[src/rtl/wiegand_tx_if.sv]
// Wiegand-26 transmitter bus: frame request/capture and the D0/D1 line pair with status.
interface wiegand_tx_if;
  logic        start;
  logic [23:0] card_id;
  logic [1:0]  wil;
  logic        busy;
  logic        done;

  // Requester side: issues frames and observes the line and status.
  modport master (
    output start,
    output card_id,
    input  wil,
    input  busy,
    input  done
  );

  // Transmitter side.
  modport slave (
    input  start,
    input  card_id,
    output wil,
    output busy,
    output done
  );
endinterface

[src/rtl/wiegand_tx.sv]
// Wiegand-26 transmitter: frames a 24-bit card number with two parity bits and sends it
// MSB first as active-low pulses on D0 (wil[0]) / D1 (wil[1]). All outputs are registered.
module wiegand_tx #(
  parameter int unsigned PULSE_W = 100,
  parameter int unsigned GAP_W   = 2000,
  parameter int unsigned GUARD_W = 6000
) (
  input  logic         wil_clk,
  input  logic         nReset,
  wiegand_tx_if.slave  bus
);

  localparam logic [15:0] PulseLast = 16'(PULSE_W - 1);
  localparam logic [15:0] GapLast   = 16'(GAP_W - 1);
  localparam logic [15:0] GuardLast = 16'(GUARD_W - 1);
  localparam logic [4:0]  LastBit   = 5'd25;

  typedef enum logic [1:0] {StIdle, StPulse, StGap, StGuard} state_e;

  state_e      state_q, state_d;
  logic [15:0] timer_q, timer_d;
  logic [4:0]  bitcnt_q, bitcnt_d;
  logic [25:0] frame_q, frame_d;
  logic [1:0]  wil_q, wil_d;
  logic        busy_q, busy_d;
  logic        done_q, done_d;
  logic        cur_bit;

  // Next-state logic; outputs are derived from the next state so they register in step with it.
  always_comb begin
    state_d  = state_q;
    timer_d  = timer_q + 16'd1;
    bitcnt_d = bitcnt_q;
    frame_d  = frame_q;
    done_d   = 1'b0;
    unique case (state_q)
      StIdle: begin
        timer_d = '0;
        if (bus.start) begin
          // Even parity over the upper half leads, odd parity over the lower half trails.
          frame_d  = {^bus.card_id[23:12], bus.card_id, ~^bus.card_id[11:0]};
          bitcnt_d = '0;
          state_d  = StPulse;
        end
      end
      StPulse: begin
        if (timer_q == PulseLast) begin
          timer_d = '0;
          if (bitcnt_q == LastBit) begin
            state_d = StGuard;
          end else begin
            bitcnt_d = bitcnt_q + 5'd1;
            state_d  = StGap;
          end
        end
      end
      StGap: begin
        if (timer_q == GapLast) begin
          timer_d = '0;
          state_d = StPulse;
        end
      end
      StGuard: begin
        if (timer_q == GuardLast) begin
          timer_d = '0;
          state_d = StIdle;
          done_d  = 1'b1;
        end
      end
      default: begin
        timer_d = '0;
        state_d = StIdle;
      end
    endcase

    cur_bit = frame_d[LastBit - bitcnt_d];
    wil_d   = (state_d == StPulse) ? (cur_bit ? 2'b01 : 2'b10) : 2'b11;
    busy_d  = (state_d != StIdle);
  end

  // State and output registers; reset releases both lines high at once.
  always_ff @(posedge wil_clk or negedge nReset) begin
    if (!nReset) begin
      state_q  <= StIdle;
      timer_q  <= '0;
      bitcnt_q <= '0;
      frame_q  <= '0;
      wil_q    <= 2'b11;
      busy_q   <= 1'b0;
      done_q   <= 1'b0;
    end else begin
      state_q  <= state_d;
      timer_q  <= timer_d;
      bitcnt_q <= bitcnt_d;
      frame_q  <= frame_d;
      wil_q    <= wil_d;
      busy_q   <= busy_d;
      done_q   <= done_d;
    end
  end

  assign bus.wil  = wil_q;
  assign bus.busy = busy_q;
  assign bus.done = done_q;

endmodule

[src/flat_wrapper.sv]
// flat-port wrapper written by rule: the top's interface ports become plain ports
module wiegand_tx_flat 
#(
  parameter int unsigned PULSE_W = 100,
  parameter int unsigned GAP_W   = 2000,
  parameter int unsigned GUARD_W = 6000
)
  (wil_clk, nReset, bus_start, bus_card_id, bus_wil, bus_busy, bus_done);
  wiegand_tx_if bus_i ();
  input  logic wil_clk;
  input  logic nReset;
  input wire logic [$bits(bus_i.start)-1:0] bus_start;
  input wire logic [$bits(bus_i.card_id)-1:0] bus_card_id;
  output wire logic [$bits(bus_i.wil)-1:0] bus_wil;
  output wire logic [$bits(bus_i.busy)-1:0] bus_busy;
  output wire logic [$bits(bus_i.done)-1:0] bus_done;
  assign bus_i.start = bus_start;
  assign bus_i.card_id = bus_card_id;
  assign bus_wil = bus_i.wil;
  assign bus_busy = bus_i.busy;
  assign bus_done = bus_i.done;
  wiegand_tx #(.PULSE_W(PULSE_W), .GAP_W(GAP_W), .GUARD_W(GUARD_W)) u_core (.wil_clk(wil_clk), .nReset(nReset), .bus(bus_i));
endmodule
[config.mk]
export PLATFORM = sky130hd
export DESIGN_NAME = wiegand_tx_flat
export DESIGN_NICKNAME = d
export VERILOG_FILES = /design/src/rtl/wiegand_tx_if.sv /design/src/rtl/wiegand_tx.sv /design/src/flat_wrapper.sv
export SDC_FILE = /design/constraint.sdc
export NUM_CORES = 1
export LEC_CHECK = 0
export CAP_MARGIN = 5
export CORE_MARGIN = 1
export CORE_UTILIZATION = 40
export DETAILED_ROUTE_END_ITERATION = 16
export HOLD_SLACK_MARGIN = 0.03
export PLACE_DENSITY = 0.71
export REMOVE_ABC_BUFFERS = 1
export SLEW_MARGIN = 0
export SYNTH_ARGS = -nofsm -noshare
export SYNTH_HDL_FRONTEND = slang
export SYNTH_SLANG_ARGS = --single-unit
export TNS_END_PERCENT = 1
[constraint.sdc]
create_clock -name wil_clk -period 4.18 [get_ports wil_clk]
set_input_delay 0.836 -clock wil_clk [delete_from_list [all_inputs] [get_ports wil_clk]]
set_output_delay 0.836 -clock wil_clk [all_outputs]
set_load 0.02 [all_outputs]
* After elaboration in Yosys (flattened, before gate mapping)
Index checks and enable logic that the tools add are counted.
** Word-level totals
- Flip-flop bits (word level) :: 53
- Bits of input ports :: 27
- Output and inout bits :: 4
- Logic and storage cells :: 45
** Cells by class
- $add $sub $neg :: 3
- Magnitude comparators :: 1
- Equality and inequality tests :: 8
- Muxes and demuxes :: 22
- Reduce and logical (&&, ||, !) cells :: 4
** Operator list (number)
- 16-bit one-hot mux with 4 select lines :: 1
- 26-bit 2-to-1 mux :: 2
- 16-bit 2-to-1 mux :: 3
- 16-bit by 1-bit adder with 16-bit output (second input constant) :: 1
- 16-bit by 11-bit equality test with 1-bit output (second input constant) :: 1
- 16-bit by 13-bit equality test with 1-bit output (second input constant) :: 1
- 16-bit by 7-bit equality test with 1-bit output (second input constant) :: 1
- 5-bit 2-to-1 mux :: 3
- 2-bit 2-to-1 mux :: 6
- 12-bit XNOR reduction :: 1
- 12-bit parity :: 1
- 5-bit one-hot mux with 2 select lines :: 1
- 2-bit one-hot mux with 4 select lines :: 1
- 5-bit by 6-bit < comparator with 1-bit output (second input constant) :: 1
- 5-bit by 1-bit adder with 5-bit output (second input constant) :: 1
- 1-bit binary-select mux with 5-bit select :: 1
- 5-bit equality test (second input constant) :: 1
- 5-bit subtractor (first input constant) :: 1
- 2-bit by 1-bit equality test with 1-bit output (second input constant) :: 2
- 2-bit equality test (second input constant) :: 2
- 1-bit 2-to-1 mux :: 4
- 2-bit zero test :: 1
- 2-bit nonzero test :: 1

* Depth between registers and ports, before layout
Gate-level depths: netlist (run 1).
- Depth in word-level cells :: 9
- Mapped depth :: 14
- Mapped depth without buffers :: 14

* Worst setup path after synthesis (run 1)
Ideal clock, no wire load.
- Kind :: in2reg
- From :: in bus_start
- To :: reg u_core.wil_q[1] (netlist: u_core.bus.wil[1])
- Arrival time :: 2843 ps
- Data required time :: 4118 ps
- Setup slack :: 1276 ps
- Stages :: 11
- Cells stage by stage :: o21bai_1 nor2_1 o32ai_4 inv_2 ha_1 inv_1 a2111oi_1 nor4_1 o32ai_1 a32oi_1 nand2b_1
** Between the ends
- Longest elaborated chain between the ends :: 7
- Elaborated cells on any way between the ends :: 12
- Those cells by class :: add/sub (1); eq/ne (1); mux (10)
** Ends and longest elaborated chain
- start, declared :: line flat_wrapper.sv:12 : input wire logic [$bits(bus_i.start)-1:0] bus_start;
- 5-bit 2-to-1 mux :: line wiegand_tx.sv:39 : if (bus.start) begin
- 5-bit one-hot mux with 2 select lines :: line wiegand_tx.sv:36 : unique case (state_q)
- via u_core.bitcnt_d[1] :: line wiegand_tx.sv:22 : logic [4:0] bitcnt_q, bitcnt_d;
- 5-bit subtractor :: line wiegand_tx.sv:76 : cur_bit = frame_d[LastBit - bitcnt_d];
- 1-bit binary-select mux with 5-bit select :: line wiegand_tx.sv:76
- 1-bit 2-to-1 mux (not written as such) :: line wiegand_tx.sv:76
- 2-bit 2-to-1 mux (2 in a row) :: line wiegand_tx.sv:77 : wil_d = (state_d == StPulse) ? (cur_bit ? 2'b01 : 2'b10) : 2'b11;
- via u_core.wil_d[1] :: line wiegand_tx.sv:24 : logic [1:0] wil_q, wil_d;
- end signal, assigned :: line wiegand_tx.sv:96 : wil_q <= wil_d;
- end, declared :: line wiegand_tx.sv:24
The timed path passes the listed nets, and every way through them passes these cells. The select of a mux whose other input is x is not followed.

* Worst setup path in the final report (run 1)
- From :: reg u_core.bitcnt_q[0]
- To :: reg u_core.wil_q[1] (netlist: u_core.bus.wil[1])
** Between the ends
- Longest elaborated chain between the ends :: 9
- Elaborated cells on any way between the ends :: 15
- Those cells by class :: add/sub (2); eq/ne (2); mux (11)
** Ends and longest elaborated chain
- start, declared :: line wiegand_tx.sv:22
- start signal, assigned :: line wiegand_tx.sv:94 : bitcnt_q <= bitcnt_d;
- 5-bit by 1-bit adder with 5-bit output or 5-bit equality test (tied branches) :: line wiegand_tx.sv:52, wiegand_tx.sv:49
- 5-bit 2-to-1 mux * :: line wiegand_tx.sv:49 : if (bitcnt_q == LastBit) begin
- 5-bit 2-to-1 mux * :: line wiegand_tx.sv:47 : if (timer_q == PulseLast) begin
- 5-bit one-hot mux with 2 select lines * :: line wiegand_tx.sv:36
- via u_core.bitcnt_d[1] :: line wiegand_tx.sv:22
- 5-bit subtractor * :: line wiegand_tx.sv:76
- 1-bit binary-select mux with 5-bit select * :: line wiegand_tx.sv:76
- 1-bit 2-to-1 mux (not written as such) * :: line wiegand_tx.sv:76
- 2-bit 2-to-1 mux * (2 in a row) :: line wiegand_tx.sv:77
- via u_core.wil_d[1] :: line wiegand_tx.sv:24
The timed path passes the listed nets; every way through them passes the cells marked *. The select of a mux whose other input is x is not followed.

==> metrics.txt, run 1 <==
status=complete, no violations; Worst Path Max Fanout=16; HP Class=register to register; Synth Cell Area=between 0.003 and 0.004 sq mm; PortBufs=30; Filler cells=between 600 and 700; WS Path Type=register to register; first-pass GRT wire length=roughly 11 mm; Worst Path Required=4.43 ns; post-DR wirelength/cell=13.8 microns; largest net degree at the start of global routing=54; Worst slew margin=approximately 24%; compound-gate portion of the synthesized area=12.1%; Worst setup SP type=register; buffer and inverter count on the worst path=2; Hold Buf Count CTS=0; area grow syn2layout=15.8%; Setup Total Neg Slack=0 ns; # Post-CTS Setup Buffers=0; top area cells in the synthesized netlist=dfrtp_1, xnor2_1, nand2_1, nor2_1, mux2i_1; R2R depth=13; Synth Area in Adders=roughly 1.6%; vias per cell=between 5 and 6; DRC viols=0; total congestion overflow=0; share of cells above drive strength 1=roughly 10%; GRT busiest layer=met2; Post-CTS Resized=0; Rows=31; Post-Synth XOR/XNOR Area=11.1%; Num CTS Buffers=5; Post-synth top flop=dfrtp_1; largest stage delay on the critical path=0.59 ns; CTS Root Cell=clkbuf_8; Tmin final=about 3.5 ns; worst vdd ir=0.223 mV; Antenna diodes=0; Synth Warn #=0; crit-path cells=ha_1 > and4b_1 > nor2_1 > nand2_1 > o32ai_4 > inv_2 > ha_1 > inv_1 > a2111oi_1 > nor4_1 > o32ai_1 > a32oi_1 > nand2b_1; total track usage=between 15 and 20%; Starting DRT DRC Count=120; syn_area_per_cell=9.58 sq um; RSZ-0062 raised after global routing=no; # Max-Cap Violations=0; Fin. Hold Viols=0; crit end category=register; mux contribution to synthesized area=around 5.5%; CTS Buffer Depth=2; Hold Path Stages=1; largest family of logic cells by synthesized area=simple AND/OR/NAND/NOR gates; Vias=between 2000 and 2500; met1 global-route usage=23.0%; Post-synth EDFFs=0; pre-CTS setup slack=around 0.38 ns; Nets=378; TritonCTS clock tree=yes; cell mode on critical path=ha_1; Pins Over Slew Limit=0; Die Height=approximately 89 microns; clock sink total=53; Crit path arrival time=3.78 ns; Critical Path Stages=13; share of Yosys cell area claimed by the top area cell type=a little over two fifths; final WL=6.17 mm; Core Region=0.00733 sq mm; Leak Pwr=0.00155 uW; clock latency on the worst-skew pair=approximately 0.30 ns; Hold WS=between 0.4 and 0.5 ns; met3 GRT Util=under 10%; Die X=89.4 microns; clk slew on worst S/H paths=~0.10 ns; # IOs=31; GR Layer Usage met2=between 20% and 30%; Seq/Total Area, Yosys=a little over two fifths; vias in the first global route=2296; H-tree depth=2; Yosys top cell by area=dfrtp_1; post-synth cell types=60; initial antenna violation count=0; Post-DP HPWL=between 4 and 5 mm; ys async rst share=100%; simple-gate portion of the synthesized area=between 20% and 30%; Tcrit/Tclk final=approximately 84%; Power Total=2420 uW; family with the most delay on the worst path=simple AND/OR/NAND/NOR gates; Clock Skews=around 0.010 ns; GPL Wtd Cong=0.853; Syn Inst Count=319; slowest stage cell, crit path=dfrtp_1; worst setup margin=0.654 ns; power density over cell area=684 mW/mm^2; slew at the pin with the worst max-slew slack=1.14 ns; starting density of the core=a little over two fifths; drt first pass iters=4; DIE AREA=between 0.007 and 0.008 sq mm; post-route ant nets=0; Achievable Freq=284 MHz; Synth Register Bits=between 50 and 60; final number of setup-violating endpoints=0
-- worst register-to-register path, delay by kind of cell, from the launching register on --
kind | cells | cell delay [ns]
DFF | 1 | 0.59
adders and majority gates | 2 | 0.69
AOI/OAI and AO/OA | 4 | 0.70
and+or+nand+nor | 5 | 1.20
buffers and inverters | 2 | 0.29
-- worst paths after layout --
| check | slack [ns] | from | to |
|---|---|---|---|
| setup / recovery | 0.65 | u_core.bitcnt_q[0] | u_core.bus.wil[1] |
| hold / removal | 0.47 | u_core.timer_q[0] | u_core.timer_q[0] |
| setup reg to reg | 0.65 | u_core.bitcnt_q[0] | u_core.bus.wil[1] |
| hold reg to reg | 0.47 | u_core.timer_q[0] | u_core.timer_q[0] |
| max in group asynchronous | 3.08 | nReset | u_core.frame_q[14] |
| min in group asynchronous | 0.65 | nReset | u_core.frame_q[5] |
-- through the flow --
stage	instances	cell area [sq um]	util [%]
final	447	3540	48.3
after global routing	447	3540	48.3
after CTS	447	3540	48.3
after detailed placement	439	3440	46.9
after global placement	439	3440	46.9
after floorplan	306	2990	-
-- kinds of logic (layout without fill, tap and decap cells) --
family          after synthesis  count (layout)
simple gates                134             134
flops                        53              53
compound gates               46              46
xor+xnor                     38              38
buf+inv                      28              57
mux                          16              16
fa+ha+maj                     4               4
-- registers in the layout, summed over array words and instances (netlist names) --
register         count
u_core.state_q       2
u_core.bus.done      1
u_core.bus.wil       2
u_core.bitcnt_q      5
u_core.timer_q      16
u_core.bus.busy      1
u_core.frame_q      26
-- routing by layer --
layer	wire length [microns]	share of wire, %
met2	2940	48
met3	227	3.7
met4	61	0.99
met5	0	0
met1	2940	48
-- cell type report --
class | instances | area [sq um] | area share [%]
timing repair buffer | 34 | 325 | 9.19
inverter | 15 | 56.3 | 1.59
clock buffer | 7 | 96.3 | 2.72
multi-input combinational | 238 | 1600 | 45.3
tap | 99 | 124 | 3.50
sequential | 53 | 1330 | 37.6
clock inverter | 1 | 5.00 | 0.141
-- where the power goes --
part / switching, uW / internal [uW] / total [uW]
logic: 715 / 538 / 1250
clock network: 161 / 150 / 311
registers: 134 / 721 / 855
total: 1010 / 1410 / 2420
-- synthesized netlist by cell type (all sizes together), types with 2 or more instances --
library cell	n
a2111oi	4
a211oi	2
a21oi	6
a31oi	4
and3	5
buf	8
clkbuf	5
dfrtp	51
dfstp	2
ha	4
inv	15
mux2	6
mux2i	10
nand2	50
nand2b	4
nand3	10
nand4	6
nor2	35
nor2b	2
nor3	2
nor3b	2
nor4	8
o211ai	2
o21a	2
o21ai	7
o21bai	2
o2bb2ai	2
o32ai	3
or3	3
xnor2	28
xor2	10
-- cells in the final DEF (no fill, tap or decap), types with 2 or more instances in the layout --
master	instances
nor4_1	6
nor2b_1	2
o2bb2ai_1	2
a211oi_1	2
o32ai_1	2
nand4_1	6
a31oi_1	4
a2111oi_0	3
or3_1	2
o211ai_1	2
o21a_1	2
ha_1	4
dfstp_2	2
nor2_1	34
clkdlybuf4s50_1	29
o21bai_1	2
dfrtp_1	51
inv_1	14
xnor2_1	28
nand3_1	10
a21oi_1	4
a21oi_4	2
nor3b_1	2
buf_4	4
and3_1	5
o21ai_0	7
nand2b_1	4
mux2i_1	10
clkbuf_8	7
mux2_2	6
nand2_1	50
xor2_1	9
Power figures use the tool's default switching activity.
==> run 2: changes to the inputs <==
clock period = 3.7 ns   (was 4.18 ns; I/O delays follow)
==> metrics.txt, run 2 (synthesis results as in run 1) <==
Leak Pwr=0.00160 uW (+2.7%); initial antenna violation count=0 (unchanged); Crit path arrival time=3.48 ns (-0.30 ns); Die Height=89.4 microns (unchanged); Post-DP HPWL=4.69 mm (+4.4%); total congestion overflow=0 (unchanged); vias per cell=5.13 (-0.90%); PortBufs=30 (unchanged); starting density of the core=41.7% (unchanged); post-DR wirelength/cell=13.7 microns (-0.70%); Worst setup SP type=register; commonest non-fill, non-tap cell in the layout=dfrtp_1; Nets=385 (+1.9%); final WL=6.22 mm (+0.86%); Worst R2R Setup Slack=0.46 ns (-0.19 ns); Hold WS=0.466 ns (-0.00667 ns); Worst Min Path Start=u_core.timer_q[0]; Worst Path Required=3.94 ns (-0.49 ns); worst r2r dst=u_core.bus.wil[1]; Tmin final=3.24 ns (-0.289 ns); largest register by flop count=u_core.frame_q; post-route ant nets=0 (unchanged); GPL Wtd Cong=0.881 (+3.4%); Achievable Freq=309 MHz (+8.9%); Hold Buf Count CTS=0 (unchanged); Post-CTS Resized=0 (unchanged); drt first pass iters=4 (unchanged); # Max-Cap Violations=0 (unchanged); RSZ-0062 raised after global routing=no; power density over cell area=787 mW/mm^2 (+15%); biggest regs=u_core.frame_q x26, u_core.timer_q x16, u_core.bitcnt_q x5; Tcrit/Tclk final=87.5% (+3.1 points); share of cells above drive strength 1=11.3% (+1.5 points); # Post-CTS Setup Buffers=0 (unchanged); DRC viols=0 (unchanged); crit end category=register; pre-CTS setup slack=0.263 ns (-0.117 ns); HP Class=register to register; Die X=89.4 microns (unchanged); final number of setup-violating endpoints=0 (unchanged); most frequent cells in the layout=dfrtp_1, nand2_1, nor2_1; clock sink total=53 (unchanged); vias in the first global route=2336 (+1.7%); total track usage=17.4% (+0.32 points); slew at the pin with the worst max-slew slack=0.874 ns (-0.265 ns); largest net degree at the start of global routing=41 (-24%); WS Path Type=register to register; TritonCTS clock tree=yes; Fin. Hold Viols=0 (unchanged); max reg flops=26 (unchanged); # IOs=31 (unchanged); Vias=2328 (+0.65%); Filler cells=661 (-2.1%); worst r2r src=u_core.timer_q[0]; Starting DRT DRC Count=92 (-23%); CTS Root Cell=clkbuf_8; DIE AREA=0.00800 sq mm (unchanged); CP Launch Point=u_core.timer_q[0]; CTS Buffer Depth=2 (unchanged); Worst Path Max Fanout=10 (-6); Core Region=0.00733 sq mm (unchanged); dpl cells=446 (+1.6%); Pins Over Slew Limit=0 (unchanged); R2R depth=13 (unchanged); Setup Total Neg Slack=0 ns (unchanged); clock latency on the worst-skew pair=0.29 ns (about the same); H-tree depth=2 (unchanged); clk slew on worst S/H paths=0.09 ns (about the same); worst setup margin=0.463 ns (-0.191 ns); Hold Path End=u_core.timer_q[0]; area grow syn2layout=18.0%; Rows=31 (unchanged); Num CTS Buffers=5 (unchanged); first-pass GRT wire length=10.7 mm (+1.5%); Clock Skews=0.00269 ns (-0.00745 ns); Hold Path Stages=1 (unchanged); status=complete, no violations; Non-Filler Instances=454 (+1.6%); Antenna diodes=0 (unchanged); Worst slew margin=41.8% (+18 points); worst vdd ir=0.237 mV (+6.6%)
[run 2: cell types whose count changed in the layout (fill, tap and decap cells not counted)]
cell and change:
clkbuf_8 -1, clkbuf_1 +1, buf_4 +7, bufinv_16 +1, clkinv_2 -1
[run 2: worst max-delay path by stage]
stage,end,slack (ns),cells after the start
4_1_cts,u_core.bus.wil[1],0.44,13
3_3_place_gp,u_core.bus.wil[1],0.41,12
2_1_floorplan,u_core.bus.wil[1],0.11,11
5_1_grt,u_core.bus.wil[1],0.11,13
3_5_place_dp,u_core.bus.wil[1],0.26,12
6_report,u_core.bus.wil[1],0.46,13
[run 2: area by class of cell]
class                   count  area, sq um  share of cell area [%]
multi-input cells         238         1600                    44.4
clock inverters             1         30.0                   0.833
well taps                  99          124                    3.44
repair buffers             41          378                    10.5
flip-flops and latches     53         1330                    36.8
inverters                  15         56.3                    1.56
clock buffers               7         86.3                    2.39
[run 2: critical path: stages, from the launching register on]
cell	delay [ns]
dfrtp_1	0.38
ha_1	0.21
nor3b_1	0.33
nand4_1	0.22
nor3_2	0.45
o32ai_4	0.14
inv_2	0.16
ha_1	0.30
inv_1	0.13
a2111oi_1	0.06
nor4_1	0.33
o32ai_1	0.12
a32oi_1	0.22
nand2b_1	0.14
[run 2: metal layers]
layer	vias to the layer above	wire length (microns)	global-route usage, %
li1	1175	-	-
met2	37	3000	30.5
met4	0	37	2.89
met5	-	0	0
met3	4	213	3.32
met1	1112	2970	22.6
[run 2: where the power goes]
part / switching (uW) / total [uW] / internal [uW]
logic: 846 / 1490 / 642
clock network: 177 / 398 / 221
registers: 137 / 952 / 815
total: 1160 / 2840 / 1680
[run 2: metrics by stage]
| stage | util [%] | area [sq um] | total power (uW) |
|---|---|---|---|
| 6_report | 49.2 | 3610 | 2840 |
| 5_1_grt | 49.2 | 3610 | 3100 |
| 4_1_cts | 49.2 | 3610 | 2860 |
| 3_5_place_dp | 47.6 | 3490 | 2450 |
| 3_3_place_gp | 47.6 | 3490 | 2410 |
| 2_1_floorplan | - | 2990 | 2010 |
